**config.mk**
```make
export PLATFORM = sky130hd
export DESIGN_NAME = muldiv_unit
export DESIGN_NICKNAME = d
export VERILOG_FILES = /design/src/rtl/muldiv_pkg.sv /design/src/rtl/muldiv_negate.sv /design/src/rtl/muldiv_unit.sv
export SDC_FILE = /design/constraint.sdc
export NUM_CORES = 1
export LEC_CHECK = 0
export CORE_UTILIZATION = 54
export DETAILED_ROUTE_END_ITERATION = 10
export PLACE_DENSITY_LB_ADDON = 0.05
export SLEW_MARGIN = 0
export SYNTH_ARGS = -nofsm -noshare
export SYNTH_HDL_FRONTEND = slang
export SYNTH_SLANG_ARGS = --single-unit
```
**constraint.sdc**
```tcl
create_clock -name clk -period 6.33 [get_ports clk]
set_input_delay 0.9495 -clock clk [delete_from_list [all_inputs] [get_ports clk]]
set_output_delay 0.9495 -clock clk [all_outputs]
set_load 0.01 [all_outputs]
```
**src/rtl/muldiv_pkg.sv**
```systemverilog
// Shared definitions for the iterative multiply/divide unit: op encodings,
// FSM state type and small op-decode helpers.
package muldiv_pkg;

   localparam logic [1:0] OP_MULT  = 2'b00;
   localparam logic [1:0] OP_MULTU = 2'b01;
   localparam logic [1:0] OP_DIV   = 2'b10;
   localparam logic [1:0] OP_DIVU  = 2'b11;

   typedef enum logic [1:0] {
      StIdle,
      StRun,
      StFix,
      StDone
   } state_t;

   function automatic logic op_signed(input logic [1:0] op);
      return (op == OP_MULT) || (op == OP_DIV);
   endfunction

   function automatic logic op_is_div(input logic [1:0] op);
      return !((op == OP_MULT) || (op == OP_MULTU));
   endfunction

endpackage

```
**src/rtl/muldiv_negate.sv**
```systemverilog
// Conditional two's-complement negate; passes data through when en_i is low.
module muldiv_negate #(
   parameter int unsigned Width = 32
) (
   input  logic             en_i,
   input  logic [Width-1:0] data_i,
   output logic [Width-1:0] data_o
);

   always_comb begin
      data_o = en_i ? (~data_i + Width'(1)) : data_i;
   end

endmodule

```
**src/rtl/muldiv_unit.sv**
```systemverilog
// Fixed-latency sequential multiply/divide engine: operand magnitudes are
// processed with shift-add or restoring division, then sign-corrected.
module muldiv_unit
   import muldiv_pkg::*;
#(
   parameter int unsigned WIDTH = 32,
   parameter int unsigned CNT_W = $clog2(WIDTH + 1)
) (
   input  logic             clk,
   input  logic             reset,
   input  logic             start,
   input  logic [1:0]       op,
   input  logic [WIDTH-1:0] op_a,
   input  logic [WIDTH-1:0] op_b,
   input  logic             flush,
   output logic             busy,
   output logic             done,
   output logic [WIDTH-1:0] hi,
   output logic [WIDTH-1:0] lo,
   output logic             div_by_zero
);

   state_t             state_q, state_d;
   logic [CNT_W-1:0]   cnt_q, cnt_d;
   logic               is_div_q, is_div_d;
   logic [WIDTH-1:0]   opnd_q, opnd_d;
   logic [2*WIDTH-1:0] acc_q, acc_d;
   logic               neg_res_q, neg_res_d;
   logic               neg_rem_q, neg_rem_d;
   logic               b_zero_q, b_zero_d;
   logic [WIDTH-1:0]   orig_a_q, orig_a_d;
   logic [WIDTH-1:0]   hi_q, hi_d;
   logic [WIDTH-1:0]   lo_q, lo_d;
   logic               dbz_q, dbz_d;

   logic               a_neg, b_neg;
   logic [WIDTH-1:0]   a_mag, b_mag;
   logic [2*WIDTH-1:0] prod_fixed;
   logic [WIDTH-1:0]   quo_fixed, rem_fixed;

   assign a_neg = op_signed(op) & op_a[WIDTH-1];
   assign b_neg = op_signed(op) & op_b[WIDTH-1];

   muldiv_negate #(.Width(WIDTH)) u_abs_a (
      .en_i   (a_neg),
      .data_i (op_a),
      .data_o (a_mag)
   );

   muldiv_negate #(.Width(WIDTH)) u_abs_b (
      .en_i   (b_neg),
      .data_i (op_b),
      .data_o (b_mag)
   );

   muldiv_negate #(.Width(2 * WIDTH)) u_fix_prod (
      .en_i   (neg_res_q),
      .data_i (acc_q),
      .data_o (prod_fixed)
   );

   muldiv_negate #(.Width(WIDTH)) u_fix_quo (
      .en_i   (neg_res_q),
      .data_i (acc_q[WIDTH-1:0]),
      .data_o (quo_fixed)
   );

   muldiv_negate #(.Width(WIDTH)) u_fix_rem (
      .en_i   (neg_rem_q),
      .data_i (acc_q[2*WIDTH-1:WIDTH]),
      .data_o (rem_fixed)
   );

   // Multiply step: add multiplicand to the upper half when the low bit is set,
   // keep the carry and shift the whole accumulator right by one.
   logic [WIDTH:0]     mul_sum;
   logic [2*WIDTH-1:0] mul_next;

   always_comb begin
      mul_sum  = {1'b0, acc_q[2*WIDTH-1:WIDTH]} + (acc_q[0] ? {1'b0, opnd_q} : '0);
      mul_next = {mul_sum, acc_q[WIDTH-1:1]};
   end

   // Divide step: the shifted remainder can reach 2*divisor-1, so it is held
   // at WIDTH+1 bits for the trial subtraction.
   logic [WIDTH:0]     rem_sh, trial;
   logic [2*WIDTH-1:0] div_next;

   always_comb begin
      rem_sh = {acc_q[2*WIDTH-1:WIDTH], acc_q[WIDTH-1]};
      trial  = rem_sh - {1'b0, opnd_q};
      if (trial[WIDTH]) begin
         div_next = {rem_sh[WIDTH-1:0], acc_q[WIDTH-2:0], 1'b0};
      end else begin
         div_next = {trial[WIDTH-1:0], acc_q[WIDTH-2:0], 1'b1};
      end
   end

   always_comb begin
      state_d   = state_q;
      cnt_d     = cnt_q;
      is_div_d  = is_div_q;
      opnd_d    = opnd_q;
      acc_d     = acc_q;
      neg_res_d = neg_res_q;
      neg_rem_d = neg_rem_q;
      b_zero_d  = b_zero_q;
      orig_a_d  = orig_a_q;
      hi_d      = hi_q;
      lo_d      = lo_q;
      dbz_d     = dbz_q;

      unique case (state_q)
         StIdle: begin
            if (start && !flush) begin
               state_d   = StRun;
               cnt_d     = '0;
               is_div_d  = op_is_div(op);
               opnd_d    = op_is_div(op) ? b_mag : a_mag;
               acc_d     = {{WIDTH{1'b0}}, (op_is_div(op) ? a_mag : b_mag)};
               neg_res_d = a_neg ^ b_neg;
               neg_rem_d = a_neg;
               b_zero_d  = (op_b == '0);
               orig_a_d  = op_a;
            end
         end
         StRun: begin
            if (flush) begin
               state_d = StIdle;
            end else begin
               acc_d = is_div_q ? div_next : mul_next;
               cnt_d = cnt_q + CNT_W'(1);
               if (cnt_q == CNT_W'(WIDTH - 1)) begin
                  state_d = StFix;
               end
            end
         end
         StFix: begin
            if (flush) begin
               state_d = StIdle;
            end else begin
               state_d = StDone;
               if (!is_div_q) begin
                  {hi_d, lo_d} = prod_fixed;
                  dbz_d        = 1'b0;
               end else if (b_zero_q) begin
                  lo_d  = '1;
                  hi_d  = orig_a_q;
                  dbz_d = 1'b1;
               end else begin
                  lo_d  = quo_fixed;
                  hi_d  = rem_fixed;
                  dbz_d = 1'b0;
               end
            end
         end
         StDone: begin
            state_d = StIdle;
         end
         default: begin
            state_d = StIdle;
         end
      endcase
   end

   always_ff @(posedge clk or posedge reset) begin
      if (reset) begin
         state_q   <= StIdle;
         cnt_q     <= '0;
         is_div_q  <= 1'b0;
         opnd_q    <= '0;
         acc_q     <= '0;
         neg_res_q <= 1'b0;
         neg_rem_q <= 1'b0;
         b_zero_q  <= 1'b0;
         orig_a_q  <= '0;
         hi_q      <= '0;
         lo_q      <= '0;
         dbz_q     <= 1'b0;
      end else begin
         state_q   <= state_d;
         cnt_q     <= cnt_d;
         is_div_q  <= is_div_d;
         opnd_q    <= opnd_d;
         acc_q     <= acc_d;
         neg_res_q <= neg_res_d;
         neg_rem_q <= neg_rem_d;
         b_zero_q  <= b_zero_d;
         orig_a_q  <= orig_a_d;
         hi_q      <= hi_d;
         lo_q      <= lo_d;
         dbz_q     <= dbz_d;
      end
   end

   assign busy        = (state_q == StRun) || (state_q == StFix);
   assign done        = (state_q == StDone);
   assign hi          = hi_q;
   assign lo          = lo_q;
   assign div_by_zero = dbz_q;

endmodule
```
==> summary.txt <==
Outcome
  • Outcome: complete, no violations

Placement
  • DP Wirelength: 41700 um
  • RePlAce Congestion: 0.960
  • Placed insts: 2535
  • Port Buffer Count: 136

CTS
  • TritonCTS buffer count: 25
  • Worst-Skew Late Latency: about 550 ps
  • Clock Tree Root: clkbuf_16
  • # Post-CTS Setup Buffers: 0
  • CTS Buffer Depth: 3
  • CTS tree: yes
  • Clock-pin slew on the worst setup and hold paths: 60 ps
  • Clk sink count: roughly 200
  • Htree depth: 1
  • Hold Buf Count CTS: 0
  • Cts repair resizes: 0

Synth
  • Post-synth top flop: dfrtp_1
  • Syn Area/Cell: 7.77 um^2
  • Post-synth cell types: a little under 70
  • Synth Warn #: 0
  • EDFF count, synth: 0
  • Cell Area, Synth: 16500 um^2
  • Post-synthesis sequential area ratio: 31.0%
  • Asr flop ratio synth: 100%
  • Register bit count reported by yosys: 205
  • Post-synthesis cell count: 2129
  • Post-Syn Nets: 2275

Floorplan
  • FP Rows: 63
  • Die Wd: about 180 um
  • Initial Util: 55.4%
  • Ports: 137
  • Core Region: about 30000 um^2
  • Die Y: about 180 um
  • Die area: 31300 um^2

Critical path
  • Setup crit start kind: flip-flop
  • Worst setup EP type: flip-flop
  • Crit Path Category: flip-flop to flip-flop
  • Crit-path max FO: 16
  • Worst EP required: between 6000 and 7000 ps
  • WP data arrival: 4630 ps

Timing
  • Headroom to the max-slew limit: 18.5%
  • Fmax: 0.237 GHz
  • Worst-Margin Slew: 1220 ps
  • # setup viols final: 0
  • Final hold vios: 0
  • Clock Skew: between 20 and 25 ps
  • Final min period: 4230 ps
  • Fin crit share: between 60 and 70%
  • TNS Setup: 0 ps
  • RSZ-0062 raised after global routing: no
  • Final Slew Violations: 0

Worst hold path
  • Min-Delay Path Class: flip-flop to flip-flop

Global routing
  • First-pass GRT wire length: 86500 um
  • Vias in the first global route: 15048
  • Total Routing Usage GR: 35.8%
  • Grt total ovfl: 0
  • Initial antenna violation count: 0
  • Largest net degree at the start of global routing: 149

Route
  • Antenna-violating nets left: 0
  • DRC Markers: 0
  • Vias/cell: ~6.3
  • DRT iter0 DRCs: 1595
  • Final wirelength: 56300 um
  • TritonRoute pass-1 iters: 5
  • Routed wire per std cell: 21.9 um
  • DR vias: about 16000

Final layout
  • Syn-to-layout area delta: 14.3%
  • Share of cells above drive strength 1: approximately 5.3%
  • Antenna Cells: 0
  • Final std cells w/o fill: 2576
  • Fin nets: 2318

Job
  • Max Cap Violations: 0

Power and ir drop
  • Worst VDD drop: between 0.0004 and 0.0005 V
  • PD cells: 561 nW/um^2
  • Lkg Pwr: 8.08 nW
## metrics by stage
| stage | worst slack, ps | hold slack [ps] | power (mW) | util [%] | cell area [um^2] |
|---|---|---|---|---|---|
| 2_1_floorplan | 2720 | 445 | 7.02 | - | 16600 |
| 3_3_place_gp | 2070 | 455 | 8.87 | 60.4 | 18100 |
| 3_5_place_dp | 2070 | 460 | 8.97 | 60.4 | 18100 |
| 4_1_cts | 2220 | 473 | 10.6 | 63.3 | 18900 |
| 5_1_grt | 1890 | 506 | 11.4 | 63.3 | 18900 |
| 6_report | 2100 | 467 | 10.6 | 63.3 | 18900 |
## cells by family after synthesis
logic type | count (synthesis) | synth area share [%]
muxes | 75 | 4.68
adders and majority gates | 76 | 5.84
DFF | 205 | 31.0
buffers and inverters | 208 | 4.78
AOI/OAI and AO/OA | 651 | 23.1
and+or+nand+nor | 707 | 19.6
xor gates and xnor gates | 207 | 11.0
## report_power, final
part | internal (mW) | total (mW) | switching [mW]
clock | 0.938 | 1.53 | 0.595
sequential | 1.92 | 2.76 | 0.842
combinational | 2.71 | 6.32 | 3.62
total | 5.56 | 10.6 | 5.05
## synthesized netlist by cell type, types with 20 or more instances
master | count | area share, %
o31ai_1 | 20 | 0.91
nand2b_1 | 29 | 1.1
a21o_1 | 33 | 1.5
xor2_1 | 107 | 5.7
a21oi_1 | 224 | 6.8
nor3_1 | 37 | 1.1
o211ai_1 | 22 | 1.0
xnor2_1 | 100 | 5.3
nor2_1 | 214 | 4.9
clkbuf_1 | 118 | 2.7
o21ai_0 | 205 | 6.2
nand2_1 | 273 | 6.2
inv_1 | 66 | 1.5
a211oi_1 | 27 | 1.2
or3_1 | 23 | 0.87
mux2i_1 | 56 | 3.4
nand3_1 | 31 | 0.94
dfrtp_1 | 205 | 31
ha_1 | 74 | 5.6
o21ai_1 | 26 | 0.79
## worst paths after layout
kind | from | to | slack [ps] | depth (start not counted)
setup / recovery | acc_q[31] | acc_q[51] | 2100 | 14
setup reg to reg | acc_q[31] | acc_q[51] | 2100 | 14
hold reg to reg | hi[22] | hi[22] | 470 | 2
max in group asynchronous | reset | div_by_zero | 4100 | 4
min in group asynchronous | reset | cnt_q[5] | 630 | 2
hold / removal | hi[22] | hi[22] | 470 | 2
## placed cells by master (no fill, tap or decap), types with 6 or more instances in the layout
cell type	n
o221ai_1	9
dfrtp_1	203
or4_1	13
o41ai_1	11
ha_1	74
nor2_1	212
buf_4	19
nand2_1	273
clkdlybuf4s50_1	135
xor2_1	107
a22oi_1	15
xnor2_1	99
nand4_1	17
a31oi_1	15
or3_1	23
nand2b_1	28
o211ai_1	22
and2_1	11
mux2i_1	56
nand3_1	31
nor4_1	11
clkbuf_16	25
a21o_1	33
mux2_2	19
a211oi_1	27
inv_1	65
nor2b_1	8
o21ai_0	205
a221o_1	6
or2_2	10
o31ai_1	20
o21ai_1	26
nor3_1	37
a21oi_1	223
## metal layers
metal	track usage, %	part of all wire, %	vias up
met5	0	0	-
met2	57.6	46	658
li1	-	-	7560
met3	5.05	7.9	95
met4	9.77	2.7	0
met1	50.1	44	7796
## worst max-delay path, stage by stage, from the launching register on
cell and delay [ps]:
dfrtp_1 440, inv_1 180, ha_1 250, fa_1 380
nand2b_1 200, a21oi_1 230, a2111o_1 180, a21oi_1 170
a211oi_1 640, a31oi_1 250, xnor2_2 200, buf_4 330
mux2_2 380, a21oi_1 150, o21ai_0 90
## sequential cells by signal (all words and copies together) (netlist names)
register and cells:
neg_rem_q 1, cnt_q 6, opnd_q 32, is_div_q 1, orig_a_q 32, lo 32, state_q 2, div_by_zero 1
hi 32, b_zero_q 1, acc_q 64, neg_res_q 1
## final cells by class
cell class,instances,area [um^2]
timing repair buffer,156,1520
clock buffer,34,709
multi-input combinational,1716,10700
inverter,68,259
sequential,205,5130
clock inverter,7,141
fill,2693,11000
tap,390,488
Power figures use the tool's default switching activity.
